--- src/rtl/sram_pkg.sv ---
// Shared definitions for the asynchronous SRAM controller.
//   state_e    : controller FSM states
//   DefWaitRd  : default read access length (cycles with OE_n low)
//   DefWaitWr  : default write pulse length (cycles with WE_n low)
//   cnt_width(): bits needed by the wait counter to hold max_val-1
package sram_pkg;

  typedef enum logic [2:0] {
    StIdle,
    StRd,
    StWrSetup,
    StWrPulse,
    StWrHold
  } state_e;

  localparam int unsigned DefWaitRd = 2;
  localparam int unsigned DefWaitWr = 2;

  // The counter is loaded with (wait - 1), so it must represent max_val - 1.
  function automatic int unsigned cnt_width(input int unsigned max_val);
    return (max_val > 1) ? unsigned'($clog2(max_val)) : 1;
  endfunction

endpackage

--- src/rtl/sram_wait_cnt.sv ---
// Loadable down-counter with a done flag, used to time SRAM access phases.
//   clk_i, rst_ni : clock, asynchronous active-low reset
//   load_i        : load load_val_i (has priority over dec_i)
//   load_val_i    : value to load (phase length minus one)
//   dec_i         : decrement by one; saturates at zero
//   done_o        : counter is zero, i.e. the current cycle is the last one of the phase
module sram_wait_cnt #(
  parameter int unsigned Width = 1
) (
  input  logic             clk_i,
  input  logic             rst_ni,
  input  logic             load_i,
  input  logic [Width-1:0] load_val_i,
  input  logic             dec_i,
  output logic             done_o
);

  logic [Width-1:0] cnt_q;

  always_ff @(posedge clk_i or negedge rst_ni) begin
    if (!rst_ni) begin
      cnt_q <= '0;
    end else if (load_i) begin
      cnt_q <= load_val_i;
    end else if (dec_i && (cnt_q != '0)) begin
      cnt_q <= cnt_q - 1'b1;
    end
  end

  assign done_o = (cnt_q == '0);

endmodule

--- src/rtl/sram_ctrl.sv ---
// Single-port asynchronous SRAM controller with fully registered pad outputs.
//   iClk, iRst_n        : clock, asynchronous active-low reset
//   iReq/iWe/iAddr/iWData : CPU request (level, held until oAck), sampled at accept
//   oAck                : one-cycle completion pulse
//   oBusy               : transaction in progress
//   oRData              : data of the most recent completed read
//   oSramA/oSramD/oSramDOe : SRAM address, write data, data pad output enable
//   iSramD              : SRAM read data from the pad
//   oSramCe_n/oSramOe_n/oSramWe_n : active-low SRAM strobes
module sram_ctrl
  import sram_pkg::*;
#(
  parameter int unsigned ADDR_W  = 18,
  parameter int unsigned WAIT_RD = DefWaitRd,
  parameter int unsigned WAIT_WR = DefWaitWr
) (
  input  logic              iClk,
  input  logic              iRst_n,
  input  logic              iReq,
  input  logic              iWe,
  input  logic [19:0]       iAddr,
  input  logic [7:0]        iWData,
  output logic              oAck,
  output logic              oBusy,
  output logic [7:0]        oRData,
  output logic [ADDR_W-1:0] oSramA,
  output logic [7:0]        oSramD,
  output logic              oSramDOe,
  input  logic [7:0]        iSramD,
  output logic              oSramCe_n,
  output logic              oSramOe_n,
  output logic              oSramWe_n
);

  localparam int unsigned MaxWait = (WAIT_RD > WAIT_WR) ? WAIT_RD : WAIT_WR;
  localparam int unsigned CntW    = cnt_width(MaxWait);
  localparam logic [CntW-1:0] RdLoad = CntW'(WAIT_RD - 1);
  localparam logic [CntW-1:0] WrLoad = CntW'(WAIT_WR - 1);

  state_e            state_q, state_d;
  logic              ack_q, ack_d;
  logic              busy_q, busy_d;
  logic              ce_n_q, ce_n_d;
  logic              oe_n_q, oe_n_d;
  logic              we_n_q, we_n_d;
  logic              doe_q, doe_d;
  logic [ADDR_W-1:0] addr_q, addr_d;
  logic [7:0]        wdata_q, wdata_d;
  logic [7:0]        rdata_q, rdata_d;

  logic            cnt_load;
  logic [CntW-1:0] cnt_val;
  logic            cnt_dec;
  logic            cnt_done;

  // Upper CPU address bits lie outside the SRAM and are dropped.
  if (ADDR_W < 20) begin : g_addr_trunc
    logic unused_addr_hi;
    assign unused_addr_hi = ^iAddr[19:ADDR_W];
  end

  sram_wait_cnt #(
    .Width (CntW)
  ) u_wait_cnt (
    .clk_i      (iClk),
    .rst_ni     (iRst_n),
    .load_i     (cnt_load),
    .load_val_i (cnt_val),
    .dec_i      (cnt_dec),
    .done_o     (cnt_done)
  );

  always_comb begin
    state_d  = state_q;
    ack_d    = 1'b0;
    addr_d   = addr_q;
    wdata_d  = wdata_q;
    rdata_d  = rdata_q;
    cnt_load = 1'b0;
    cnt_val  = '0;
    cnt_dec  = 1'b0;

    unique case (state_q)
      StIdle: begin
        // The ack cycle blocks a new accept, which also gives the bus a turnaround cycle.
        if (iReq && !ack_q) begin
          addr_d  = iAddr[ADDR_W-1:0];
          wdata_d = iWData;
          if (iWe) begin
            state_d = StWrSetup;
          end else begin
            state_d  = StRd;
            cnt_load = 1'b1;
            cnt_val  = RdLoad;
          end
        end
      end
      StRd: begin
        if (cnt_done) begin
          state_d = StIdle;
          ack_d   = 1'b1;
          rdata_d = iSramD;
        end else begin
          cnt_dec = 1'b1;
        end
      end
      StWrSetup: begin
        state_d  = StWrPulse;
        cnt_load = 1'b1;
        cnt_val  = WrLoad;
      end
      StWrPulse: begin
        if (cnt_done) begin
          state_d = StWrHold;
        end else begin
          cnt_dec = 1'b1;
        end
      end
      StWrHold: begin
        state_d = StIdle;
        ack_d   = 1'b1;
      end
      default: state_d = StIdle;
    endcase

    // Strobes are decoded from the next state so the pads are glitch-free registers.
    busy_d = (state_d != StIdle);
    ce_n_d = (state_d == StIdle);
    oe_n_d = (state_d != StRd);
    we_n_d = (state_d != StWrPulse);
    doe_d  = (state_d == StWrSetup) || (state_d == StWrPulse) || (state_d == StWrHold);
  end

  always_ff @(posedge iClk or negedge iRst_n) begin
    if (!iRst_n) begin
      state_q <= StIdle;
      ack_q   <= 1'b0;
      busy_q  <= 1'b0;
      ce_n_q  <= 1'b1;
      oe_n_q  <= 1'b1;
      we_n_q  <= 1'b1;
      doe_q   <= 1'b0;
      addr_q  <= '0;
      wdata_q <= '0;
      rdata_q <= '0;
    end else begin
      state_q <= state_d;
      ack_q   <= ack_d;
      busy_q  <= busy_d;
      ce_n_q  <= ce_n_d;
      oe_n_q  <= oe_n_d;
      we_n_q  <= we_n_d;
      doe_q   <= doe_d;
      addr_q  <= addr_d;
      wdata_q <= wdata_d;
      rdata_q <= rdata_d;
    end
  end

  assign oAck      = ack_q;
  assign oBusy     = busy_q;
  assign oRData    = rdata_q;
  assign oSramA    = addr_q;
  assign oSramD    = wdata_q;
  assign oSramDOe  = doe_q;
  assign oSramCe_n = ce_n_q;
  assign oSramOe_n = oe_n_q;
  assign oSramWe_n = we_n_q;

endmodule

--- config.mk ---
export PLATFORM = sky130hd
export DESIGN_NAME = sram_ctrl
export DESIGN_NICKNAME = d
export VERILOG_FILES = /design/src/rtl/sram_pkg.sv /design/src/rtl/sram_wait_cnt.sv /design/src/rtl/sram_ctrl.sv
export SDC_FILE = /design/constraint.sdc
export NUM_CORES = 1
export LEC_CHECK = 0
export ABC_AREA = 1
export CAP_MARGIN = 40
export CORE_UTILIZATION = 44
export CTS_BUF_LIST = sky130_fd_sc_hd__clkbuf_16
export DETAILED_ROUTE_END_ITERATION = 16
export GPL_TIMING_DRIVEN = 0
export PLACE_DENSITY = 0.92
export SYNTH_ARGS = -nofsm -noshare
export SYNTH_HDL_FRONTEND = slang
export SYNTH_SLANG_ARGS = --single-unit
--- constraint.sdc ---
create_clock -name iClk -period 3.89 [get_ports iClk]
set_clock_uncertainty 0.05 [all_clocks]
set_input_delay 0.5835 -clock iClk [delete_from_list [all_inputs] [get_ports iClk]]
set_output_delay 0.5835 -clock iClk [all_outputs]
set_load 0.01 [all_outputs]
# After elaboration in Yosys (flattened, before gate mapping)
# Cells that the tools add are included.
[totals]
reg_bits = 44
in_bits = 40
output_inout_bits = 40
wordCells = 48
[classes]
add_sub_neg = 1
n_eq_ne = 9
muxes = 14
bitwise_logic = 1
reduce_logical = 12
[op_table]
columns = ["cell", "count"]
rows = [
  ["$eq 3x2->1 const B", 4],
  ["$pmux 3 s4", 1],
  ["$mux 3", 3],
  ["$mux 1", 7],
  ["$eq 3x3->1 const B", 2],
  ["$logic_not 3->1", 2],
  ["$pmux 1 s2", 2],
  ["$reduce_and 2->1", 2],
  ["$eq 3x1->1 const B", 1],
  ["$ne 3x1->1 const B", 1],
  ["$ne 3x2->1 const B", 1],
  ["$reduce_bool 3->1", 1],
  ["$logic_and 1x1->1", 2],
  ["$logic_or 1x1->1", 2],
  ["$mux 2", 1],
  ["$reduce_bool 2->1", 1],
  ["$reduce_or 2->1", 1],
  ["$logic_not 1->1", 1],
  ["$not 1->1", 1],
  ["$sub 1x1->1 const B", 1],
]

# Longest topological paths before layout
[logic_depth]
word_depth = 7
ltp_mapped = 7
depth_no_buf = 6

# Modules after synthesis
# Synthesis repeated with hierarchy kept, for this count alone.
[hier_totals]
cells_unflattened = 201
hier_area_um2 = 1854.3
[modules_own_cells]
columns = ["mod", "instances", "cells_per_inst", "area_each_um2", "seq_area_each_um2"]
rows = [
  ["sram_ctrl", 1, 194, 1805.5, 1079.8],
  ["sram_wait_cnt", 1, 7, 48.8, 25.0],
]

# Least setup slack after synthesis
# No wires, ideal clock.
[synth_path]
kind = "input port to flip-flop"
startpoint = "input port iReq"
endpoint = "register addr_q[0], in the netlist oSramA[0]"
setup_ps = 117
arrival_ps = 1160
required_ps = 3723
slack_ps = 2563
cell_stages = 6
n_path_buf = 1
cell_sequence = "nand2_1 -> nor2_8 -> inv_4 -> buf_6 -> nand2_1 -> nand2_1"
[synth_between]
elab_chain_len = 2
[synth_lines]
columns = ["element", "line_no", "rtl"]
rows = [
  ["start, declared", "sram_ctrl.sv:19", "input logic iReq,"],
  ["$logic_and 1x1->1", "sram_ctrl.sv:86", "if (iReq && !ack_q) begin"],
  ["$reduce_and 2->1 (no source line)", "n/a", ""],
  ["end signal, assigned", "sram_ctrl.sv:154", "addr_q <= addr_d;"],
  ["end, declared", "sram_ctrl.sv:47", "logic [ADDR_W-1:0] addr_q, addr_d;"],
]
# No other way between the ends.
# A chain may end at the register's enable or synchronous reset.

# Worst setup path in the final report
[layout_path]
startpoint = "register oe_n_q, in the netlist oSramOe_n"
endpoint = "output port oSramOe_n"
[layout_rtl]
columns = ["element", "line_no", "rtl"]
rows = [
  ["start, declared", "sram_ctrl.sv:44", "logic oe_n_q, oe_n_d;"],
  ["start signal, assigned", "sram_ctrl.sv:151", "oe_n_q <= oe_n_d;"],
  ["end, declared", "sram_ctrl.sv:31", "output logic oSramOe_n,"],
]
# No word-level cell between the ends.

==> run_results.csv <==
group,metric,value,unit
sta,hold_viol,0,
global_routing,grt_first_pass_wirelength,7.23,mm
power_and_ir_drop,p_int,1.45,mW
worst_setup_path,arrival,1.32,ns
synth,synthSimpleGateAreaFrac,27.4,%
power_and_ir_drop,p_leak,1.36,nW
floorplan,die_h,64.9,µm
synth,muxShareOfSynthArea,0,%
route,drc,0,
run,drv_cap,0,
synth,synth.distinct_cells,22,
synth,synth_common_cells,"nand2_1 (97), dfrtp_1 (41), inv_1 (13)",
synth,ys_seq_area_share,63.4,%
route,vias,1536,
synth,syn-cell-area,1740,µm²
worst_setup_path,end_kind,"primary output",
clock_network,cts_resized,0,
global_routing,antenna_found_initial,0,
synth,synth_adder_area_share,0,%
worst_setup_path,crit_fanout,1,
clock_network,cts_tree,"yes",
sta,layout_setup_ws,1.93,ns
synth,synth-seq-cells,44,
synth,synth_edf_count,0,
synth,yosysWarnings,0,
sta,slew_viol_final,0,
layout,final_nets,310,
route,avgRoutedWirePerCell,13.4,µm
power_and_ir_drop,irDropWorstVdd,0.424,mV
floorplan,ios,80,
route,postRouteAntennaNets,0,
synth,ys.flop_type,"dfrtp_1",
clock_network,clk_latency,0.28,ns
place,pre_cts_ws,1.90,ns
sta,setup_viol,0,
power_and_ir_drop,comb_power_share,45.8,%
place,dp_hpwl,3.18,mm
worst_setup_path,path_class,"reg2out",
clock_network,post_cts_buffers,0,
layout,fin_cells,319,
sta,hold_slack,0.228,ns
synth,syn_area_per_cell,9.42,µm²
outcome,status,"complete, no violations",
sta,timing.fmax,511,MHz
worst_setup_path,path_cells,"clkdlybuf4s50_1",
clock_network,cts_made_buffers,5,
floorplan,chipWidth,64.9,µm
worst_setup_path,cp_num_buf_inv,1,
synth,syn_nets,225,
global_routing,grt-ovfl-total,0,
power_and_ir_drop,p_seq_share,36.6,%
global_routing,grt_use_total,23.0,%
power_and_ir_drop,swShare,35.1,%
synth,synth_top_area_share,58.9,%
global_routing,first_global_vias,1604,
sta,fin_setup_tns,0,ns
floorplan,num_rows,22,
sta,post-route-min-period,1.96,ns
clock_network,path_clk_slew,0.06,ns
floorplan,initial_core_util,46.9,%
sta,slew-limit-headroom,64.7,%
sta,fin_crit_sh,50.3,%
route,drt_wl_total,4.26,mm
sta,rsz0062_at_grt,"false",
worst_setup_path,critPathSlowestCell,"clkdlybuf4s50_1",
layout,drive_gt1_share,9.23,%
power_and_ir_drop,power.switching,0.782,mW
route,dr.pass1.iters,4,
clock_network,htreeDepth,2,
synth,synthXorXnorAreaFrac,0,%
synth,netlist_top_cells_area,"dfrtp_1 (59%), nand2_1 (21%), dfstp_2 (4.5%)",
place,place.gp.congestion,0.740,
layout,diodes,0,
clock_network,cts_root_buf,"clkbuf_16",
synth,synth.most_common_cell,"nand2_1",
worst_setup_path,cpPeakStageDelay,0.53,ns
route,first_iter_violations,135,
synth,synth_top_family_by_area,"simple AND/OR/NAND/NOR gates",
place,placedCellCount,311,
route,via_per_inst,4.82,
clock_network,hold_buffers,0,
floorplan,coreArea,3720,µm²
layout,synthToLayoutAreaGrowth,56.9,%
place,port_buffers,77,
sta,tightestPinTransition,0.530,ns
synth,yosysTopAreaCell,"dfrtp_1",
power_and_ir_drop,design_power_total,2.23,mW
worst_setup_path,cp.required,3.26,ns
clock_network,clock_path_buffers,2,
min_path,min_path_type,"in2async",
floorplan,die-area,4220,µm²
clock_network,cts_sinks,44,
power_and_ir_drop,p_per_area,815,nW/µm²
global_routing,grt_max_degree,24,
synth,synth_compound_area_share,3.37,%
synth,syn_inst,185,
synth,async_reset_ff_share,100,%
power_and_ir_drop,clkPwrFrac,17.6,%
worst_setup_path,path_delay_family,"buffers and inverters",
worst_setup_path,cp-start-kind,"flop",
## cell type report
type	count	area, µm²
well taps	48	60.1
clock buffers	5	125
multi-input cells	121	537
clock inverters	3	13.8
fillers	261	981
inverters	15	58.8
plain buffers	5	42.5
flip-flops and latches	44	1100
repair buffers	78	793
## power by group through the flow
stage	Sequential [mW]	Clock (mW)	Combinational (mW)
6_report	0.816	0.393	1.02
5_1_grt	0.838	0.426	1.14
4_1_cts	0.814	0.399	1.03
3_5_place_dp	0.817	0	1.03
3_3_place_gp	0.806	0	0.984
2_1_floorplan	0.906	0	0.385
## routing by layer
metal  vias to the layer above  GRT usage [%]  routed length [µm]
met1                       724           26.9                1690
met4                         0           8.06                  54
met2                        74           40.4                2150
met5                         -              0                   0
li1                        733              -                   -
met3                         5           5.99                 370
## kinds of logic after synthesis
kind of cell / Yosys count
AOI/OAI and AO/OA: 10
buffers and inverters: 20
DFF: 44
and+or+nand+nor: 111
## worst paths after layout
kind	from	endpoint	slack (ns)	cells after the start
setup / recovery	oSramOe_n	oSramOe_n	1.93	1
hold / removal	iRst_n	oSramA[7]	0.23	1
setup reg to reg	state_q[0]	oSramA[9]	2.46	7
hold reg to reg	oSramD[3]	oSramD[3]	0.42	2
max in group asynchronous	iRst_n	oSramA[1]	3.07	2
min in group iClk	oSramD[3]	oSramD[3]	0.42	2
## cell usage in the layout, fill, tap and decap left out, types with 2 or more instances in the layout
| cell | instances |
|---|---|
| buf_4 | 2 |
| o21ai_0 | 3 |
| dfstp_2 | 3 |
| clkdlybuf4s50_1 | 76 |
| clkinv_2 | 2 |
| nand2_1 | 97 |
| nand3_1 | 3 |
| clkbuf_16 | 5 |
| dfrtp_1 | 41 |
| nor2_1 | 4 |
| buf_6 | 2 |
| o21ai_1 | 5 |
| buf_2 | 2 |
| inv_1 | 13 |
## state kept, by name (all words and copies together) (netlist names), 3 cells and up
| name | cells |
|---|---|
| oRData | 8 |
| oSramA | 18 |
| oSramD | 8 |
| state_q | 3 |
## through the flow
step	cell area (µm²)	util (%)
2_1_floorplan	1740	-
3_3_place_gp	2570	69.3
3_5_place_dp	2600	69.9
4_1_cts	2740	73.6
5_1_grt	2740	73.6
6_report	2740	73.6
Note: power is estimated with default switching activity, not from simulation.
